$ cat src/rtl/dmem_arbiter.sv
// dmem_arbiter: shares one single-port byte-addressed data memory between the CPU
// load/store path (port 0) and a DMA/debug requester (port 1). Each accepted request
// is registered, drives the memory for exactly one cycle, and answers with a one-cycle
// response pulse two cycles after the handshake. Misaligned or out-of-range accesses
// are answered with rsp_err and never reach the memory.
// Build option: define DMEM_ARB_FIXED_PRIO_EN for fixed priority (port 0 wins ties,
// port 1 can starve); otherwise ties alternate round-robin.
module dmem_arbiter #(
    parameter int unsigned ADDR_WIDTH = 32,
    parameter int unsigned DATA_WIDTH = 32,
    parameter int unsigned MEM_BYTES  = 131072
) (
    input  logic                  clk,
    input  logic                  rst_n,
    input  logic [1:0]            req_valid,
    output logic [1:0]            req_ready,
    input  logic [1:0]            req_we,
    input  logic [1:0]            req_byte,
    input  logic [ADDR_WIDTH-1:0] req_addr0,
    input  logic [ADDR_WIDTH-1:0] req_addr1,
    input  logic [DATA_WIDTH-1:0] req_wdata0,
    input  logic [DATA_WIDTH-1:0] req_wdata1,
    output logic [1:0]            rsp_valid,
    output logic                  rsp_err,
    output logic [DATA_WIDTH-1:0] rsp_rdata,
    output logic [ADDR_WIDTH-1:0] mem_A,
    output logic [DATA_WIDTH-1:0] mem_WD,
    output logic                  mem_WE,
    output logic                  mem_addr_mode,
    input  logic [DATA_WIDTH-1:0] mem_RD
);

    typedef enum logic [1:0] {
        StIdle,
        StAccess,
        StResp
    } state_e;

    // Highest legal start address for each access size.
    localparam logic [ADDR_WIDTH-1:0] MaxByteAddr = ADDR_WIDTH'(MEM_BYTES - 1);
    localparam logic [ADDR_WIDTH-1:0] MaxWordAddr = ADDR_WIDTH'(MEM_BYTES - 4);

    state_e                state_q, state_d;
    logic                  port_q, port_d;
    logic                  we_q, we_d;
    logic                  byte_q, byte_d;
    logic                  err_q, err_d;
    logic [ADDR_WIDTH-1:0] addr_q, addr_d;
    logic [DATA_WIDTH-1:0] wdata_q, wdata_d;
    logic [DATA_WIDTH-1:0] rdata_q, rdata_d;
`ifndef DMEM_ARB_FIXED_PRIO_EN
    logic                  last_q, last_d;
`endif

    logic                  win;
    logic                  hs;
    logic                  sel_byte;
    logic                  sel_err;
    logic [ADDR_WIDTH-1:0] sel_addr;
    logic [DATA_WIDTH-1:0] sel_wdata;

    // Arbitration: pick the winner and raise req_ready for it only, in IDLE.
    always_comb begin
`ifdef DMEM_ARB_FIXED_PRIO_EN
        win = ~req_valid[0];
`else
        // On a tie the port that did not win last time goes first.
        win = (&req_valid) ? ~last_q : ~req_valid[0];
`endif
        hs        = (state_q == StIdle) && (|req_valid);
        req_ready = 2'b00;
        if (hs) begin
            req_ready[win] = 1'b1;
        end
    end

    // Mux the winning port's fields and classify the access before capture.
    always_comb begin
        sel_addr  = win ? req_addr1 : req_addr0;
        sel_wdata = win ? req_wdata1 : req_wdata0;
        sel_byte  = req_byte[win];
        if (sel_byte) begin
            sel_err = (sel_addr > MaxByteAddr);
        end else begin
            sel_err = (sel_addr[1:0] != 2'b00) || (sel_addr > MaxWordAddr);
        end
    end

    // Sequencer next state: capture on handshake, access one cycle, respond one cycle.
    always_comb begin
        state_d = state_q;
        port_d  = port_q;
        we_d    = we_q;
        byte_d  = byte_q;
        err_d   = err_q;
        addr_d  = addr_q;
        wdata_d = wdata_q;
        rdata_d = rdata_q;
`ifndef DMEM_ARB_FIXED_PRIO_EN
        last_d  = last_q;
`endif
        unique case (state_q)
            StIdle: begin
                if (hs) begin
                    state_d = StAccess;
                    port_d  = win;
                    we_d    = req_we[win];
                    byte_d  = sel_byte;
                    err_d   = sel_err;
                    addr_d  = sel_addr;
                    wdata_d = sel_wdata;
                    // Writes and rejected accesses answer with zero data.
                    rdata_d = '0;
`ifndef DMEM_ARB_FIXED_PRIO_EN
                    last_d  = win;
`endif
                end
            end
            StAccess: begin
                if (!we_q && !err_q) begin
                    rdata_d = mem_RD;
                end
                state_d = StResp;
            end
            StResp: begin
                state_d = StIdle;
            end
            default: begin
                state_d = StIdle;
            end
        endcase
    end

    // State and request/response registers with synchronous active-low reset.
    always_ff @(posedge clk) begin
        if (!rst_n) begin
            state_q <= StIdle;
            port_q  <= 1'b0;
            we_q    <= 1'b0;
            byte_q  <= 1'b0;
            err_q   <= 1'b0;
            addr_q  <= '0;
            wdata_q <= '0;
            rdata_q <= '0;
`ifndef DMEM_ARB_FIXED_PRIO_EN
            last_q  <= 1'b1;
`endif
        end else begin
            state_q <= state_d;
            port_q  <= port_d;
            we_q    <= we_d;
            byte_q  <= byte_d;
            err_q   <= err_d;
            addr_q  <= addr_d;
            wdata_q <= wdata_d;
            rdata_q <= rdata_d;
`ifndef DMEM_ARB_FIXED_PRIO_EN
            last_q  <= last_d;
`endif
        end
    end

    // Outputs decoded from state and the request/response registers.
    always_comb begin
        mem_A         = addr_q;
        mem_WD        = wdata_q;
        mem_addr_mode = byte_q;
        // rst_n gates the strobe so a reset on the access cycle never writes.
        mem_WE        = (state_q == StAccess) && we_q && !err_q && rst_n;
        rsp_valid     = 2'b00;
        rsp_err       = 1'b0;
        if (state_q == StResp) begin
            rsp_valid[port_q] = 1'b1;
            rsp_err           = err_q;
        end
        rsp_rdata     = rdata_q;
    end

endmodule

$ cat config.mk
export PLATFORM = sky130hd
export DESIGN_NAME = dmem_arbiter
export DESIGN_NICKNAME = d
export VERILOG_FILES = /design/src/rtl/dmem_arbiter.sv
export SDC_FILE = /design/constraint.sdc
export NUM_CORES = 1
export LEC_CHECK = 0
export CAP_MARGIN = 25
export CORE_MARGIN = 5
export CORE_UTILIZATION = 35
export DETAILED_ROUTE_END_ITERATION = 8
export PLACE_DENSITY_LB_ADDON = 0.05
export REMOVE_ABC_BUFFERS = 1
export SKIP_LAST_GASP = 1
export SLEW_MARGIN = 20
export SYNTH_ARGS = -nofsm -noshare
export SYNTH_HDL_FRONTEND = slang
export SYNTH_SLANG_ARGS = --single-unit
$ cat constraint.sdc
create_clock -name clk -period 1.56 [get_ports clk]
set_input_delay 0.468 -clock clk [delete_from_list [all_inputs] [get_ports clk]]
set_output_delay 0.468 -clock clk [all_outputs]
set_load 0.02 [all_outputs]
==> results of run 1 <==
path summary, 6_finish.rpt:
path	from	to	slack [ns]
min	rsp_rdata[7]	rsp_rdata[7]	0.49
max reg2reg	state_q[1]	mem_A[0]	-0.16
min reg2reg	rsp_rdata[7]	rsp_rdata[7]	0.49
max	state_q[1]	req_ready[1]	-0.18
kinds of logic (layout without fill, tap and decap cells):
kind of cell,Yosys count,in the layout,synth area share [%]
flip-flops,103,103,41.82
AO/OA/AOI/OAI,74,74,17.15
AND/OR/NAND/NOR,157,157,14.72
buffers and inverters,44,359,5.988
multiplexers,100,100,20.32
worst max-delay path: cells and delay by family (launching register included):
family                 cells  cell delay, ns
buffers and inverters      3            0.32
flip-flops                 1            0.36
AND/OR/NAND/NOR            2            0.23
layer usage:
metal  part of all wire, %  track usage, %  vias to the layer above
li1                      -               -                     2304
met1                    40           22.83                     2170
met2                    49           33.23                      186
met3                   8.7           6.974                       29
met4                   2.7           7.412                        0
met5                     0               0                        -
stage by stage:
step           std cells  cell area, µm²
2_1_floorplan        437            4647
3_3_place_gp         919            7968
3_5_place_dp         919            7968
4_1_cts              958            8551
5_1_grt              973            8880
6_report             973            8880
report_power, final:
| group | internal (µW) | switching, µW |
|---|---|---|
| clock network | 1160 | 975 |
| logic | 1490 | 1310 |
| registers | 2880 | 128 |
| total | 5530 | 2410 |
flip-flops by register name, indices dropped and copies added, names as in the netlist:
signal         cells
mem_A             32
mem_WD            32
rsp_rdata         32
state_q            2
err_q              1
last_q             1
mem_addr_mode      1
port_q             1
we_q               1
final cells by class:
type	instances	area (µm²)	area share, %
well taps	180	225.2	2.536
inverters	3	13.76	0.1550
clock buffers	12	256.5	2.889
clock inverters	4	20.02	0.2254
multi-input cells	331	2669	30.05
repair buffers	340	3627	40.85
flip-flops and latches	103	2068	23.29
repair_timing:
item	CTS	global route
hold endpoints to repair	0	0
endpoints found under the setup margin	202	116
gates resized for setup	159	45
gates cloned	6	8
pin swaps	5	52
buffers inserted	17	9
placed cells by master (no fill, tap or decap), types with 2 or more instances in the layout:
master and n:
a211oi_1 4, a211oi_2 62, and2_1 32, and2_4 2, and3b_1 2, buf_12 14
buf_16 9, buf_4 32, buf_6 11, buf_8 3, clkbuf_16 16, clkbuf_2 3
clkbuf_8 2, clkdlybuf4s15_1 7, clkdlybuf4s50_1 164, clkinv_2 4, dfxtp_1 100, dfxtp_2 2
dlygate4sd2_1 90, inv_2 2, mux2i_1 99, nand2_1 4, nor2_1 93, nor2_2 9
nor3_1 4, nor4_1 3, o2111ai_1 2
==> flow_metrics.env, run 1 <==
export IMPL_worst_slack_ns=-0.1767
export IMPL_grt_pass1_vias=4823
export IMPL_overflow=0
export IMPL_synth_top_area_share_pct=41.82
export IMPL_htreeDepth=3
export IMPL_cts_inserted_buffers=9
export IMPL_start_kind="flip-flop"
export IMPL_ant_nets=0
export IMPL_failed_checks="setup timing"
export IMPL_p_leak_uw=0.004061
export IMPL_yosysUniqueCellTypes=28
export IMPL_synth_seq_cells=103
export IMPL_fill_cells=1114
export IMPL_drc=0
export IMPL_postSynth_asyncResetShare_pct=0
export IMPL_firstDrtPassIters=4
export IMPL_nets=956
export IMPL_synthTopCellsByCount="dfxtp_1, nor2_1, mux2i_1, a211oi_2, and2_1"
export IMPL_diodes=0
export IMPL_maxCapViolCount=0
export IMPL_fin_skew_ns=0.006381
export IMPL_ys_warn_count=0
export IMPL_final_layout_size_suffix_gt1_share_pct=23.20
export IMPL_root_buffer="clkbuf_16"
export IMPL_cts_buffer_depth=2
export IMPL_period_minus_slack_ns=1.737
export IMPL_fin_util_pct=64.22
export IMPL_antenna_found_initial=0
export IMPL_grt_max_degree=34
export IMPL_gp_congestion=0.8176
export IMPL_hold_ws_ns=0.4910
export IMPL_rr_worst_depth=9
export IMPL_finalSetupViolations=91
export IMPL_power_density_nw_per_um2=894.2
export IMPL_yosys_area_top_type="dfxtp_1"
export IMPL_die_area_um2=16560
export IMPL_seq_area_frac_synth_pct=41.82
export IMPL_vias=4689
export IMPL_synthFlopType="dfxtp_1"
export IMPL_status="complete, but fails checks"
export IMPL_hold_class="flip-flop to flip-flop"
export IMPL_cp_slowest_stage_delay_ns=0.36
export IMPL_hold_viol=0
export IMPL_netlist_instances=478
export IMPL_start_util_pct=35.66
export IMPL_path_clk_slew_ns=0.07
export IMPL_wl_per_cell_um=18.07
export IMPL_fin_tns_setup_ns=-3.793
export IMPL_worstMarginPinSlew_ns=0.3006
export IMPL_ios=271
export IMPL_grt_pass1_wl_um=25390
export IMPL_avgSynthCellArea_um2=10.32
export IMPL_cts_hold_buf=0
export IMPL_fin_crit_sh_pct=111.3
export IMPL_first_iter_violations=141
export IMPL_synth_edf_count=0
export IMPL_core_um2=13830
export IMPL_worstPathMaxFanout=4
export IMPL_p_total_uw=7941
export IMPL_rsz0062_at_grt="yes"
export IMPL_insertion_delay_ns=0.35
export IMPL_dpl_worst_slack_ns=-0.8495
export IMPL_hpwlAfterDp_um=11980
export IMPL_rows=43
export IMPL_synth_most_common_cell="dfxtp_1"
export IMPL_grt_usage_pct=19.65
export IMPL_timing_fmax_mhz=575.8
export IMPL_cp_end_kind="output pin"
export IMPL_via_per_inst=4.819
export IMPL_cts_tree="done"
export IMPL_port_buffers=270
export IMPL_holdPathStages=2
export IMPL_crit_chain="buf_4, nor2_4, nand3_2, inv_2, buf_6"
export IMPL_synthesis_area_um2=4931
export IMPL_slowest_stage="dfxtp_4"
export IMPL_crit_type="flip-flop to output pin"
export IMPL_areaGrowthSynthToFinish_pct=80.08
export IMPL_finalMaxSlewViolations=0
export IMPL_cts_sinks=103
export IMPL_slew_headroom_pct=79.78
export IMPL_peakVddDrop_v=0.0006884
export IMPL_die_h_um=128.7
export IMPL_totalWireLength_um=17580
export IMPL_synth_area_leaders="dfxtp_1, mux2i_1, a211oi_2"
export IMPL_fp_dieW_um=128.7
export IMPL_cp_arrival_ns=1.27
export IMPL_required_ns=1.09
No activity file was read; power rests on OpenSTA's default activity.
==> run 2, diff against run 1 <==
--- a/config.mk
+++ b/config.mk
@@ -7,7 +7,7 @@
 export LEC_CHECK = 0
 export CAP_MARGIN = 25
 export CORE_MARGIN = 5
-export CORE_UTILIZATION = 35
+export CORE_UTILIZATION = 41
 export DETAILED_ROUTE_END_ITERATION = 8
 export PLACE_DENSITY_LB_ADDON = 0.05
 export REMOVE_ABC_BUFFERS = 1
==> constraint.sdc (replaced) <==
create_clock -name clk -period 2.1 [get_ports clk]
set_input_delay 0.63 -clock clk [delete_from_list [all_inputs] [get_ports clk]]
set_output_delay 0.63 -clock clk [all_outputs]
set_load 0.02 [all_outputs]
==> run 2 against run 1 <==
Net effect:
- the flow now finishes without violations
- non-clock buffer count decreased by 52
- routed wire length decreased by 15%
- core utilization increased by 3.7 points
- global-route usage increased by 0.68 points
- sequential share of layout area increased by 2.2 points
- clock power decreased by 15%
- flip-flop and latch count unchanged
- via count decreased by 6.1%
- worst hold slack got worse by 0.015 ns
- final cell count decreased by 8.7%
- critical path type is now input pin to flip-flop
- critical endpoint is now mem_A[20]
- largest cell class unchanged
- largest power group unchanged
- highest routed layer unchanged
==> flow_metrics.env, run 2 (synthesized netlist as in run 1, its figures left out) <==
export IMPL_final_cell_mix="clkdlybuf4s50_1, nor2_1, dfxtp_1"
export IMPL_hpwlAfterDp_um=11570
export IMPL_grt_usage_pct=20.32
export IMPL_postCtsSetupBuffers=0
export IMPL_cp_slowest_stage_delay_ns=0.40
export IMPL_worstMarginPinSlew_ns=0.4111
export IMPL_place_inst=872
export IMPL_start_util_pct=41.40
export IMPL_dpl_worst_slack_ns=-0.6556
export IMPL_final_layout_size_suffix_gt1_share_pct=14.44
export IMPL_core_um2=11910
export IMPL_peakVddDrop_v=0.0004979
export IMPL_root_buffer="clkbuf_16"
export IMPL_cp_end_kind="flip-flop"
export IMPL_antenna_found_initial=0
export IMPL_period_minus_slack_ns=2.011
export IMPL_p_leak_uw=0.003312
export IMPL_nets=904
export IMPL_vias=4402
export IMPL_slew_headroom_pct=72.34
export IMPL_worst_slack_ns=0.08864
export IMPL_path_clk_slew_ns=0.07
export IMPL_die_h_um=119.7
export IMPL_grt_pass1_wl_um=23250
export IMPL_first_iter_violations=180
export IMPL_rr_worst_depth=5
export IMPL_worstPathMaxFanout=24
export IMPL_power_density_nw_per_um2=718.4
export IMPL_overflow=0
export IMPL_required_ns=2.32
export IMPL_fin_skew_ns=0.008654
export IMPL_fin_tns_setup_ns=0
export IMPL_insertion_delay_ns=0.35
export IMPL_rsz0062_at_grt="no"
export IMPL_ant_nets=0
export IMPL_fin_crit_sh_pct=95.78
export IMPL_slowest_stage="buf_4"
export IMPL_cp_arrival_ns=2.23
export IMPL_rows=40
export IMPL_maxCapViolCount=0
export IMPL_areaGrowthSynthToFinish_pct=64.17
export IMPL_diodes=0
export IMPL_crit_chain="dlygate4sd2_1, inv_2, o21ai_4, buf_4, buf_4, mux2i_1, a211oi_2"
export IMPL_totalWireLength_um=14980
export IMPL_ios=271
export IMPL_crit_type="input pin to flip-flop"
export IMPL_firstDrtPassIters=4
export IMPL_wl_per_cell_um=16.87
export IMPL_hold_viol=0
export IMPL_cts_sinks=103
export IMPL_cts_tree="done"
export IMPL_die_area_um2=14320
export IMPL_finalMaxSlewViolations=0
export IMPL_grt_max_degree=63
export IMPL_hold_class="flip-flop to flip-flop"
export IMPL_timing_fmax_mhz=497.2
export IMPL_via_per_inst=4.957
export IMPL_start_kind="input pin"
export IMPL_fill_cells=988
export IMPL_gp_congestion=0.7520
export IMPL_fp_dieW_um=119.7
export IMPL_holdPathStages=2
export IMPL_cpMostUsedCell="buf_4"
export IMPL_htreeDepth=3
export IMPL_status="finished, final reports clean"
export IMPL_cts_buffer_depth=2
export IMPL_finalSetupViolations=0
export IMPL_final_common_cell="clkdlybuf4s50_1"
export IMPL_instances_no_fill=888
export IMPL_port_buffers=270
export IMPL_drc=0
export IMPL_grt_pass1_vias=4492
export IMPL_cts_inserted_buffers=9
[run 2: cell count changes in the layout (fill, tap and decap cells not counted), sizes merged, moves of 2 or more]
cell,delta
clkdlybuf4s50,+97
dlygate4sd2,-87
buf,-49
clkbuf,-12
clkdlybuf4s15,-5
clkinv,-3
clkinvlp,+3
bufinv,+2
[run 2: worst max-delay path, delay by kind of cell]
| family | cells | cell delay (ns) |
|---|---|---|
| AOI/OAI and AO/OA | 2 | 0.22 |
| buffers and inverters | 4 | 1.08 |
| muxes | 1 | 0.28 |
[run 2: per-layer routing]
| metal | wire length, µm | global-route usage, % | up-vias |
|---|---|---|---|
| met5 | 0 | 0 | - |
| li1 | - | - | 2191 |
| met4 | 379 | 7.946 | 0 |
| met1 | 5959 | 23.14 | 2006 |
| met2 | 7198 | 34.60 | 179 |
| met3 | 1439 | 7.493 | 26 |
[run 2: metrics by stage]
step / utilization, % / power [µW] / hold WS [ns] / cell area (µm²)
global placement: 65.26 / 4038 / 0.4584 / 7774
finish: 67.96 / 5816 / 0.4759 / 8095
CTS: 67.95 / 5887 / 0.4803 / 8094
floorplan: - / 3256 / 0.4455 / 4647
detailed placement: 65.26 / 4074 / 0.4694 / 7774
global route: 67.96 / 6103 / 0.5146 / 8095
[run 2: repair_timing]
item / CTS / global route
hold buffers: 0 / 0
gates resized for setup: 21 / 8
setup endpoints to repair: 52 / 4
pin swaps: 0 / 2
[run 2: final cells by class]
type	count	area, µm²	area share [%]
clock buffer	9	225.2	2.782
multi-input combinational	331	2590	31.99
timing repair buffer	288	2923	36.11
tap	147	183.9	2.272
clock inverter	7	96.34	1.190
inverter	3	13.76	0.1700
sequential	103	2063	25.49
[run 2: worst paths after layout]
path,startpoint,end,slack [ns]
worst max register to register,last_q,mem_A[20],0.28
worst min register to register,port_q,port_q,0.48
worst max-delay path,req_valid[1],mem_A[20],0.09
worst min-delay path,port_q,port_q,0.48
[run 2: power breakdown]
group | internal, µW | leakage [µW] | switching (µW) | total, µW
combinational | 934 | 0.00231 | 839 | 1770
sequential | 2140 | 0.000850 | 97.6 | 2240
clock | 1050 | 0.000148 | 760 | 1810
==> run 3, diff against run 2 <==
--- a/config.mk
+++ b/config.mk
@@ -9,6 +9,7 @@
 export CORE_MARGIN = 5
 export CORE_UTILIZATION = 41
 export DETAILED_ROUTE_END_ITERATION = 8
+export MAX_ROUTING_LAYER = met4
 export PLACE_DENSITY_LB_ADDON = 0.05
 export REMOVE_ABC_BUFFERS = 1
 export SKIP_LAST_GASP = 1
==> run 3 against run 2 <==
Net effect:
- largest cell class unchanged
- core utilization unchanged
- sequential share of layout area did not move
- final cell count unchanged
- critical path depth unchanged
- register-to-register slack barely moved
- global-route usage is 0.59 points higher
- clock skew barely moved
- flip-flop and latch count is the same
- power about the same
- first-iteration DRC count is 8.9% lower
- via count is 0.50% lower
==> flow_metrics.env, run 3 (synthesized netlist as in run 1, its figures left out) <==
export IMPL_cts_inserted_buffers=9
export IMPL_grt_max_degree=63
export IMPL_final_layout_size_suffix_gt1_share_pct=14.44
export IMPL_dpl_worst_slack_ns=-0.6556
export IMPL_worst_slack_ns=0.09500
export IMPL_place_area_um2=7774
export IMPL_required_ns=2.32
export IMPL_vias=4380
export IMPL_die_area_um2=14320
export IMPL_hpwlAfterDp_um=11570
export IMPL_timing_fmax_mhz=498.8
export IMPL_diodes=0
export IMPL_grt_pass1_wl_um=23200
export IMPL_firstDrtPassIters=4
export IMPL_port_buffers=270
export IMPL_rr_startpoint="last_q"
export IMPL_cts_tree="done"
export IMPL_slew_headroom_pct=73.32
export IMPL_wl_per_cell_um=16.87
export IMPL_totalWireLength_um=14980
export IMPL_start_kind="input pin"
export IMPL_crit_type="input pin to flip-flop"
export IMPL_final_cell_mix="clkdlybuf4s50_1, nor2_1, dfxtp_1"
export IMPL_antenna_found_initial=0
export IMPL_fin_tns_setup_ns=0
export IMPL_grt_pass1_vias=4512
export IMPL_cts_sinks=103
export IMPL_areaGrowthSynthToFinish_pct=64.17
export IMPL_nets=904
export IMPL_root_buffer="clkbuf_16"
export IMPL_htreeDepth=3
export IMPL_r2r_slack_ns=0.29
export IMPL_rows=40
export IMPL_maxCapViolCount=0
export IMPL_p_total_uw=5818
export IMPL_worstPathMaxFanout=24
export IMPL_hp_start="port_q"
export IMPL_die_h_um=119.7
export IMPL_path_clk_slew_ns=0.07
export IMPL_final_common_cell="clkdlybuf4s50_1"
export IMPL_holdPathStages=2
export IMPL_peakVddDrop_v=0.0005025
export IMPL_crit_start="req_valid[1]"
export IMPL_instances_no_fill=888
export IMPL_rsz0062_at_grt="no"
export IMPL_start_util_pct=41.40
export IMPL_postCtsSetupBuffers=0
export IMPL_status="finished, final reports clean"
export IMPL_finalSetupViolations=0
export IMPL_cp_end_kind="flip-flop"
export IMPL_rr_worst_depth=5
export IMPL_power_density_nw_per_um2=718.7
export IMPL_insertion_delay_ns=0.35
export IMPL_cp_arrival_ns=2.23
export IMPL_ios=271
export IMPL_hold_class="flip-flop to flip-flop"
export IMPL_p_leak_uw=0.003312
export IMPL_stdcell_area_um2=8095
export IMPL_cts_hold_buf=0
export IMPL_period_minus_slack_ns=2.005
export IMPL_gp_congestion=0.7616
export IMPL_overflow=0
export IMPL_via_per_inst=4.932
export IMPL_first_iter_violations=164
export IMPL_ant_nets=0
export IMPL_place_inst=872
export IMPL_core_um2=11910
export IMPL_cts_buffer_depth=2
export IMPL_worstMarginPinSlew_ns=0.3965
export IMPL_finalMaxSlewViolations=0
export IMPL_drc=0
export IMPL_fin_skew_ns=0.008479
export IMPL_reg2reg_to="mem_A[20]"
export IMPL_grt_usage_pct=20.91
export IMPL_fin_crit_sh_pct=95.48
export IMPL_hold_viol=0
export IMPL_fp_dieW_um=119.7
export IMPL_min_to="port_q"
-- run 3: worst max-delay path by stage --
stage | endpoint | slack (ns) | depth (start not counted)
floorplan | req_ready[0] | -4.21 | 3
global placement | mem_A[2] | -0.58 | 7
detailed placement | mem_A[7] | -0.66 | 7
CTS | mem_WE | -0.24 | 4
global route | mem_WD[28] | 0.008 | 7
finish | mem_A[20] | 0.09 | 7
-- run 3: metrics by stage --
step / util, % / hold WS, ns
finish: 67.96 / 0.4762
detailed placement: 65.26 / 0.4694
floorplan: - / 0.4455
CTS: 67.95 / 0.4803
global route: 67.96 / 0.5148
global placement: 65.26 / 0.4584
-- run 3: layer usage --
metal	wire length [µm]	GRT usage, %	up-vias
li1	-	-	2190
met1	6179	23.96	1992
met4	359	7.946	0
met3	1250	6.409	23
met5	0	-	-
met2	7190	34.50	175
-- run 3: worst max-delay path: stages --
cell	delay (ns)
dlygate4sd2_1	0.24
inv_2	0.05
o21ai_4	0.12
buf_4	0.38
buf_4	0.40
mux2i_1	0.28
a211oi_2	0.10
-- run 3: cell type report --
class	instances	area (µm²)
fill	988	3816
clock inverter	7	96.34
multi-input combinational	331	2590
clock buffer	9	225.2
tap	147	183.9
timing repair buffer	288	2923
inverter	3	13.76
sequential	103	2063
-- run 3: power by group --
part / internal [µW] / switching (µW) / total [µW]
registers: 2140 / 97.7 / 2230
logic: 934 / 839 / 1770
clock network: 1050 / 762 / 1810
-- run 3: what timing repair did --
action,4_1_cts,5_1_grt
gates cloned,0,0
setup endpoints to repair,52,4
endpoints found under the hold margin,0,0
pin swaps,0,2
gates resized for setup,21,8
